<file path="src/rtl/core_sequencer_pkg.sv">
// Shared types and constants for the multi-cycle core sequencer.
package core_sequencer_pkg;

  // Sequencer states; the encoding is visible on state_out for debug.
  typedef enum logic [2:0] {
    ST_IDLE      = 3'd0,
    ST_FETCH     = 3'd1,
    ST_DECODE    = 3'd2,
    ST_EXECUTE   = 3'd3,
    ST_MEMORY    = 3'd4,
    ST_WRITEBACK = 3'd5,
    ST_HALT      = 3'd6
  } state_e;

  // Reason the core stopped; FAULT_NONE also covers a SYSTEM halt.
  typedef enum logic [1:0] {
    FAULT_NONE    = 2'd0,
    FAULT_ILLEGAL = 2'd1,
    FAULT_TIMEOUT = 2'd2
  } fault_e;

  // Control-unit bits captured in EXECUTE for use by later states.
  typedef struct packed {
    logic mem_read;
    logic mem_write;
    logic reg_write;
    logic pc_src;
  } ControlSignals;

  // RV32I major opcodes.
  localparam logic [6:0] OP_RTYPE  = 7'b0110011;
  localparam logic [6:0] OP_ITYPE  = 7'b0010011;
  localparam logic [6:0] OP_LOAD   = 7'b0000011;
  localparam logic [6:0] OP_STORE  = 7'b0100011;
  localparam logic [6:0] OP_BRANCH = 7'b1100011;
  localparam logic [6:0] OP_JAL    = 7'b1101111;
  localparam logic [6:0] OP_JALR   = 7'b1100111;
  localparam logic [6:0] OP_LUI    = 7'b0110111;
  localparam logic [6:0] OP_AUIPC  = 7'b0010111;
  localparam logic [6:0] OP_SYSTEM = 7'b1110011;

  // True for opcodes the datapath can execute (SYSTEM is handled separately).
  function automatic logic is_legal_opcode(input logic [6:0] op);
    logic legal;
    case (op)
      OP_RTYPE, OP_ITYPE, OP_LOAD, OP_STORE, OP_BRANCH,
      OP_JAL, OP_JALR, OP_LUI, OP_AUIPC: legal = 1'b1;
      default:                           legal = 1'b0;
    endcase
    return legal;
  endfunction

endpackage

</file>
<file path="src/rtl/core_sequencer.sv">
// Multi-cycle control FSM: fetch, decode, execute, memory, writeback, with
// req/ready memory handshakes, a wait timeout and a retired-instruction count.
//
// Handshake: a request (imem_req_out / dmem_req_out, plus dmem_we_out) is
// raised on entry to FETCH / MEMORY and held stable every cycle until the
// matching ready input is sampled high at a rising edge; that edge completes
// the transfer and the request drops in the following cycle.
module core_sequencer
  import core_sequencer_pkg::*;
#(
  parameter int unsigned MEM_TIMEOUT = 16,
  parameter int unsigned CNT_WIDTH   = 32
) (
  input  logic                 clk_in,
  input  logic                 reset,
  input  logic                 run_en_in,
  input  logic [6:0]           opcode_in,
  input  logic                 ctrl_mem_read_in,
  input  logic                 ctrl_mem_write_in,
  input  logic                 ctrl_reg_write_in,
  input  logic                 branch_taken_in,
  output logic                 imem_req_out,
  input  logic                 imem_ready_in,
  output logic                 dmem_req_out,
  output logic                 dmem_we_out,
  input  logic                 dmem_ready_in,
  output logic                 ir_write_en_out,
  output logic                 pc_write_en_out,
  output logic                 pc_src_out,
  output logic                 reg_write_en_out,
  output logic [2:0]           state_out,
  output logic                 halted_out,
  output logic [1:0]           fault_out,
  output logic [CNT_WIDTH-1:0] retired_out
);

  // Wide enough to hold MEM_TIMEOUT itself.
  localparam int unsigned WAIT_W = $clog2(MEM_TIMEOUT + 2);

  state_e              r_state;
  state_e              w_state_next;
  ControlSignals       r_ctrl;
  fault_e              r_fault;
  fault_e              w_fault_code;
  logic                w_fault_set;
  logic                w_retire;
  logic [CNT_WIDTH-1:0] r_retired;
  logic [WAIT_W-1:0]   r_wait_cnt;
  logic                w_wait_low;
  logic                w_enter_wait;
  logic                w_timeout;

  // Memory wait bookkeeping: a ready seen in the limit cycle still wins.
  assign w_wait_low   = ((r_state == ST_FETCH)  && !imem_ready_in) ||
                        ((r_state == ST_MEMORY) && !dmem_ready_in);
  assign w_enter_wait = ((w_state_next == ST_FETCH) || (w_state_next == ST_MEMORY)) &&
                        (w_state_next != r_state);
  assign w_timeout    = (MEM_TIMEOUT != 0) && (r_wait_cnt == WAIT_W'(MEM_TIMEOUT));

  assign state_out   = r_state;
  assign halted_out  = (r_state == ST_HALT);
  assign fault_out   = r_fault;
  assign retired_out = r_retired;

  // State, latched control bits, fault cause, wait and retire counters.
  always_ff @(posedge clk_in) begin
    if (!reset) begin
      r_state    <= ST_IDLE;
      r_ctrl     <= '0;
      r_fault    <= FAULT_NONE;
      r_retired  <= '0;
      r_wait_cnt <= '0;
    end else begin
      r_state <= w_state_next;
      if (r_state == ST_EXECUTE) begin
        r_ctrl <= '{mem_read:  ctrl_mem_read_in,
                    mem_write: ctrl_mem_write_in,
                    reg_write: ctrl_reg_write_in,
                    pc_src:    branch_taken_in};
      end
      if (w_fault_set) r_fault <= w_fault_code;
      if (w_retire)    r_retired <= r_retired + CNT_WIDTH'(1);
      if (w_enter_wait) begin
        r_wait_cnt <= '0;
      end else if (w_wait_low && (MEM_TIMEOUT != 0)) begin
        r_wait_cnt <= r_wait_cnt + WAIT_W'(1);
      end
    end
  end

  // Next-state logic and per-state datapath strobes.
  always_comb begin
    w_state_next     = r_state;
    w_fault_set      = 1'b0;
    w_fault_code     = FAULT_NONE;
    w_retire         = 1'b0;
    imem_req_out     = 1'b0;
    ir_write_en_out  = 1'b0;
    dmem_req_out     = 1'b0;
    dmem_we_out      = 1'b0;
    pc_write_en_out  = 1'b0;
    pc_src_out       = 1'b0;
    reg_write_en_out = 1'b0;
    case (r_state)
      ST_IDLE: begin
        if (run_en_in) w_state_next = ST_FETCH;
      end
      ST_FETCH: begin
        imem_req_out = 1'b1;
        if (imem_ready_in) begin
          ir_write_en_out = 1'b1;
          w_state_next    = ST_DECODE;
        end else if (w_timeout) begin
          w_state_next = ST_HALT;
          w_fault_set  = 1'b1;
          w_fault_code = FAULT_TIMEOUT;
        end
      end
      ST_DECODE: begin
        if (opcode_in == OP_SYSTEM) begin
          w_state_next = ST_HALT;
          w_fault_set  = 1'b1;
          w_fault_code = FAULT_NONE;
        end else if (!is_legal_opcode(opcode_in)) begin
          w_state_next = ST_HALT;
          w_fault_set  = 1'b1;
          w_fault_code = FAULT_ILLEGAL;
        end else begin
          w_state_next = ST_EXECUTE;
        end
      end
      ST_EXECUTE: begin
        // The latch happens at this edge, so a branch retire uses the live input.
        if (ctrl_mem_read_in && ctrl_mem_write_in) begin
          w_state_next = ST_HALT;
          w_fault_set  = 1'b1;
          w_fault_code = FAULT_ILLEGAL;
        end else if (ctrl_mem_read_in || ctrl_mem_write_in) begin
          w_state_next = ST_MEMORY;
        end else if (ctrl_reg_write_in) begin
          w_state_next = ST_WRITEBACK;
        end else begin
          w_retire   = 1'b1;
          pc_src_out = branch_taken_in;
        end
      end
      ST_MEMORY: begin
        dmem_req_out = 1'b1;
        dmem_we_out  = r_ctrl.mem_write;
        if (dmem_ready_in) begin
          if (r_ctrl.mem_read) begin
            w_state_next = ST_WRITEBACK;
          end else begin
            w_retire   = 1'b1;
            pc_src_out = r_ctrl.pc_src;
          end
        end else if (w_timeout) begin
          w_state_next = ST_HALT;
          w_fault_set  = 1'b1;
          w_fault_code = FAULT_TIMEOUT;
        end
      end
      ST_WRITEBACK: begin
        reg_write_en_out = 1'b1;
        w_retire         = 1'b1;
        pc_src_out       = r_ctrl.pc_src;
      end
      ST_HALT: begin
        w_state_next = ST_HALT;
      end
      default: begin
        w_state_next = ST_IDLE;
      end
    endcase
    // Retire closes the instruction; run_en_in decides whether to continue.
    if (w_retire) begin
      pc_write_en_out = 1'b1;
      w_state_next    = run_en_in ? ST_FETCH : ST_IDLE;
    end
  end

endmodule

</file>
<file path="config.mk">
export PLATFORM = sky130hd
export DESIGN_NAME = core_sequencer
export DESIGN_NICKNAME = d
export VERILOG_FILES = /design/src/rtl/core_sequencer_pkg.sv /design/src/rtl/core_sequencer.sv
export SDC_FILE = /design/constraint.sdc
export NUM_CORES = 1
export LEC_CHECK = 0
export CORE_UTILIZATION = 53
export CTS_CLUSTER_SIZE = 40
export DETAILED_ROUTE_END_ITERATION = 7
export PLACE_DENSITY_LB_ADDON = 0.05
export SETUP_SLACK_MARGIN = 0.4
export SLEW_MARGIN = 20
export SYNTH_ARGS = -nofsm -noshare
export SYNTH_HDL_FRONTEND = slang
export SYNTH_SLANG_ARGS = --single-unit
</file>
<file path="constraint.sdc">
create_clock -name clk_in -period 3.3 [get_ports clk_in]
set_clock_uncertainty 0.2 [all_clocks]
set_input_delay 0.495 -clock clk_in [delete_from_list [all_inputs] [get_ports clk_in]]
set_output_delay 0.495 -clock clk_in [all_outputs]
set_load 0.02 [all_outputs]
</file>
==> results.ini <==
[timing]
finalCriticalPeriod_ns = 2.75
rsz0062_at_grt = no
slew_violations = 0
tns_ns = 0
fmax_mhz = 363
hold_viol = 0
finalCritPeriodShare_pct = 83.4
max_slew_margin_pct = 59.6
final-setup-viol-count = 0
worstMarginPinSlew_ns = 0.603

[synthesis]
ys_seq_elements = 45
syn-num-nets = 303
post-synth-top-area-cell = dfxtp_1
synthTopCellsByCount = dfxtp_1 (45), and2_1 (30), nand2_1 (29)
synth.most_common_cell = dfxtp_1
ys_types = 47
yosysWarnings = 0
synth_top_area_share_pct = 36.9
synth_area_leaders = dfxtp_1 (37%), xnor2_1 (8.3%), and2_1 (7.7%)
syn_avg_cell_area_um2 = 8.60
synth_edf_count = 0
synth-main-ff-cell = dfxtp_1
synth_area_um2 = 2440
synthCells = 284
synth-async-reset-ratio_pct = 0
ys_seq_area_share_pct = 36.9

[final_layout]
multiInputGateArea_um2 = 1470
diodes = 0
nets = 371
utilization_pct = 73.6
regArea_um2 = 901
area_delta_synth_final_pct = 32.1
final_cell_area_um2 = 3230
drive_gt1_share_pct = 7.37
fillers = 366

[place]
place_area_um2 = 3140
gp_congestion = 0.829
numPortBuffers = 60
dp_hpwl_um = 3960

[die]
die_h_um = 69.9
coreArea_um2 = 4380
initial_utilization_pct = 55.7
die_w_um = 69.9
io-pin-count = 61
placementRows = 24
die_area_um2 = 4880

[cts]
htreeDepth = 2
clk_path_buf_depth = 2
clock_sinks = 45
cts_made_buffers = 5
cts_setup_buffers = 0
cts_resized = 2
clk_pin_slew_ns = 0.08
cts_tree = yes
worst_skew_pair.late_latency_ns = 0.30
hold_buffers = 0
cts_root_buffer = clkbuf_8

[job]
max_cap_violations = 0

[global_routing]
overflow = 0
grt_pass1_wl_um = 9140
grt.total_usage_pct = 23.2
antenna_found_initial = 0
grt_max_degree = 45
grt_pass1_vias = 2037

[detailed_routing]
route.detailed.vias_per_inst = 5.50
drtIter0Drc = 124
drt-total-wl_um = 5390
vias = 2227
drt_drc_violations_left = 0
wire_per_inst_um = 13.3
first_pass_iters = 4
postRouteAntennaNets = 0

[worst_setup_path]
r2r-start = retired_out[10]$_SDFFE_PN0P_
critPathMaxFanout = 5
rr_endpoint = retired_out[23]$_SDFFE_PN0P_
worst_ep_arrival_time_ns = 2.06
r2r_cells = 6
startpoint_type = primary input
critPathCaptureType = output port
r2r_setup_slack_ns = 0.87
worst-setup-path-type = in2out
required_ns = 2.60

[worst_hold_path]
hp-class = reg2reg
hold_path_startpoint = fault_out[1]$_SDFFE_PN0P_
whs_endpoint = fault_out[1]$_SDFFE_PN0P_
hold_path_depth = 2

[power_and_ir_drop]
power_density_nw_per_um2 = 382
p_leak_nw = 1.19
ir_drop_mv = 0.241

[status]
status = finished clean

==> layout make-up <==
| type | count | share of cell area [%] |
|---|---|---|
| Inverter | 9 | 1.05 |
| Multi-Input combinational cell | 221 | 45.4 |
| Clock buffer | 5 | 2.13 |
| Clock inverter | 3 | 0.698 |
| Sequential cell | 45 | 27.9 |
| Timing Repair Buffer | 70 | 20.8 |
| Tap cell | 52 | 2.02 |
==> sequential cells by signal, summed over array words and instances (netlist names) <==
name	flops
retired_out	32
r_wait_cnt	5
r_ctrl	3
state_out	3
fault_out	2
==> cells in the final DEF (no fill, tap or decap), drive strengths merged, types with 2 or more instances in the layout <==
cell type and n:
nand4 11, nand2 29, or3 4, buf 10, clkinv 3, a2111oi 2, nand3b 2, o21a 3
o21ai 8, and2 30, dfxtp 45, a21oi 9, a21boi 7, nor3b 2, and4 4, xor2 8
ha 3, xnor2 23, nor2 11, mux2i 4, inv 9, a211oi 3, or3b 2, nand2b 6
clkdlybuf4s50 58, and3 5, nand3 8, nor2b 6, clkbuf 6, nor3 13, nor4 3
==> how the worst max path moves through the flow <==
stage / cells after the start / slack [ns] / end / start
4_1_cts: 5 / 0.37 / pc_write_en_out / ctrl_mem_write_in
5_1_grt: 7 / 0.45 / retired_out[23]$_SDFFE_PN0P_ / ctrl_mem_write_in
3_3_place_gp: 5 / 0.15 / pc_write_en_out / ctrl_mem_write_in
2_1_floorplan: 7 / 0.85 / retired_out[23]$_SDFFE_PN0P_ / ctrl_mem_write_in
3_5_place_dp: 5 / 0.1 / pc_write_en_out / ctrl_mem_write_in
6_report: 5 / 0.55 / pc_write_en_out / ctrl_mem_write_in
==> routing by layer <==
layer	routed length [um]	track usage (%)
met2	2560	39.6
met5	0	0
met1	2550	29.6
met4	60	8.67
met3	222	3.46
==> cells by family (layout without fill, tap and decap cells) <==
group                      count (synthesis)  in the layout  share of synthesized area, %
DFF                                       45             45                          36.9
muxes                                      4              4                          1.64
and+or+nand+nor                          141            141                          32.5
xor gates and xnor gates                  31             31                          11.1
buffers and inverters                     18             87                          3.08
adders and majority gates                  3              3                          1.54
AOI/OAI and AO/OA                         42             42                          13.2
==> worst max-delay path, stage by stage <==
cell	delay, ns
clkdlybuf4s50_1	0.44
or3_4	0.42
or2_1	0.35
nand2_1	0.16
clkbuf_2	0.19
==> where the power goes <==
group / switching [mW] / leakage (nW) / internal, mW
sequential: 0.0122 / 0.363 / 0.559
clock: 0.196 / 0.0481 / 0.150
combinational: 0.175 / 0.781 / 0.141
==> stage by stage <==
step | std cells | worst slack, ns | total power, mW | hold slack (ns)
after CTS | 405 | 0.372 | 1.24 | 0.310
final | 405 | 0.549 | 1.23 | 0.305
after floorplan | 284 | 0.851 | 0.776 | 0.277
after detailed placement | 397 | 0.0955 | 0.903 | 0.289
after global routing | 405 | 0.449 | 1.30 | 0.355
after global placement | 397 | 0.153 | 0.897 | 0.291
(Power assumes the default switching activity.)
==> RTL edit: new RTL, same settings <==
Change the parameter `MEM_TIMEOUT` from 16 to 8.
--- a/src/rtl/core_sequencer.sv
+++ b/src/rtl/core_sequencer.sv
@@ -10,3 +10,3 @@
 #(
-  parameter int unsigned MEM_TIMEOUT = 16,
+  parameter int unsigned MEM_TIMEOUT = 8,
   parameter int unsigned CNT_WIDTH   = 32
Behaviour: same outputs for any inputs over 10 cycles, from zero or initial values and one cycle with reset low; that may be too few to reach the edited logic, so the function may still have changed.
==> RTL edit against the unedited design <==
  * Critical path depth unchanged
  * Total power down 4.3%
  * Global-route usage down 1.1 points
  * Synthesized cell count down 2.8%
  * Sequential cell count down 1
  * Wire length down 2.0%
  * Setup slack worse by 0.087 ns
  * Final cell count down 4.7%
  * Final area down 2.6%
  * Count of clock-buffer cells in the layout up 1
  * Synthesized area unchanged
  * Critical path type unchanged
  * Largest power group unchanged
==> RTL edit: results (changes against the unedited design) <==
* Number of global-route vias before repair at 1941 (-4.7%)
* Biggest area contributors in the synthesized netlist: dfxtp_1 36%, and2_1 7.2%, xnor2_1 6.1%
* Non-clock buffer total of the final layout at 62 (-11%)
* Reported sequential group power at 0.578 mW (+1%)
* Non-clk invs at 8 (-1)
* Iteration-0 DRC Markers at 108 (-13%)
* Met3 routing resource usage after global routing at 5.051% (+1.6 points)
* Multi-input combinational area share at 46.34% (+0.91 points)
* Share of cell area taken by flip-flops and latches at 28.03% (+0.097 points)
* Total number of nets in the final design at 352 (-5.1%)
* Clock buf/inv share at 3.105% (+0.27 points)
* Critical Path AT at 2.14 ns (+0.08 ns)
* Headroom to the max-slew limit at 55.04% (-4.5 points)
* Non-Filler Instances at 386 (-4.7%)
* Xor-xnor portion of the synthesized cell area at 10.05% (-1.1 points)
* Layout buffering overhead excluding clock cells at 19.51% (-1.2 points)
* Cell family with the largest share of critical-path delay: buffers and inverters
* Total routing usage reported by global routing at 22.11% (-1.1 points)
* Post-Syn Instances at 276 (-2.8%)
* Critical hold path startpoint: retired_out[11]
* Design internal power at 0.8346 mW (-1.8%)
* Maximum number of pins on one net before global-route repair at 41 (-8.9%)
* Netlist cell types at 52 (+11%)
* Number of antenna violations at the first check in global routing at 0 (unchanged)
* Via count of the routed design at 2172 (-2.5%)
* Wire length per cell at 13.69 µm (+2.9%)
* Register area share after synthesis at 36.08% (-0.82 points)
* Start point of the critical path: ctrl_mem_write_in
* Run status: finished clean
* Total leakage power at 1.154 nW (-3.1%)
* Layout multi-input combinational cell count at 212 (-4.1%)
* CP Max Fanout at 9 (+4)
* First-pass GRT wire length at 8.838 mm (-3.3%)
* Compound-Gate Fraction of Synth Area at 11.89% (-1.3 points)
* Placement Cell Area at 3048 µm² (-2.9%)
* R2R Path Start: state_out[0]
* Final sequential cell count at 44 (-2.2%)
* Layout clock buffers at 6 (+1)
* Routability-driven placement congestion ratio at 0.9077 (+9.5%)
* Post-synth top cells: 44 x dfxtp_1, 28 x and2_1, 17 x xnor2_1
* Number of filler instances in the final layout at 365 (-0.27%)
* Layout cell share with drive strength beyond 1 at 6.886% (-0.48 points)
* Global routing usage on met1 at 29.08% (-0.52 points)
* Cells after DPL at 378 (-4.8%)
* Worst path max stage delay at 0.47 ns (+0.03 ns)
* Multiplexer fraction of the synthesized cell area at 2.870% (+1.2 points)
* Detailed-placement wirelength estimate at 3.852 mm (-2.8%)
* Met2 capacity usage during global routing at 36.00% (-3.6 points)
* Worst vdd ir at 0.3698 mV (+53%)
==> RTL edit: through the flow <==
| stage | util (%) | setup slack [ns] |
|---|---|---|
| finish | 71.69 | 0.4618 |
| global route | 71.69 | 0.4082 |
| CTS | 71.69 | 0.4516 |
| detailed placement | 69.52 | 0.1747 |
| global placement | 69.52 | 0.2050 |
| floorplan | - | 1.136 |
==> RTL edit: per-layer routing <==
layer / part of all wire [%] / vias to the layer above
met4: 1.0 / 0
li1: - / 1098
met3: 6.0 / 6
met1: 49 / 1012
met2: 44 / 56
met5: 0 / -
==> RTL edit: what timing repair did <==
action                                  4_1_cts  5_1_grt
resized for setup                             2        0
hold buffers                                  0        0
endpoints found under the setup margin        2        0
==> RTL edit: worst paths after layout <==
path | end | slack, ns | depth (start not counted)
min | retired_out[11] | 0.33 | 2
min reg2reg | retired_out[11] | 0.33 | 2
max reg2reg | retired_out[28] | 0.75 | 6
max | pc_src_out | 0.46 | 5
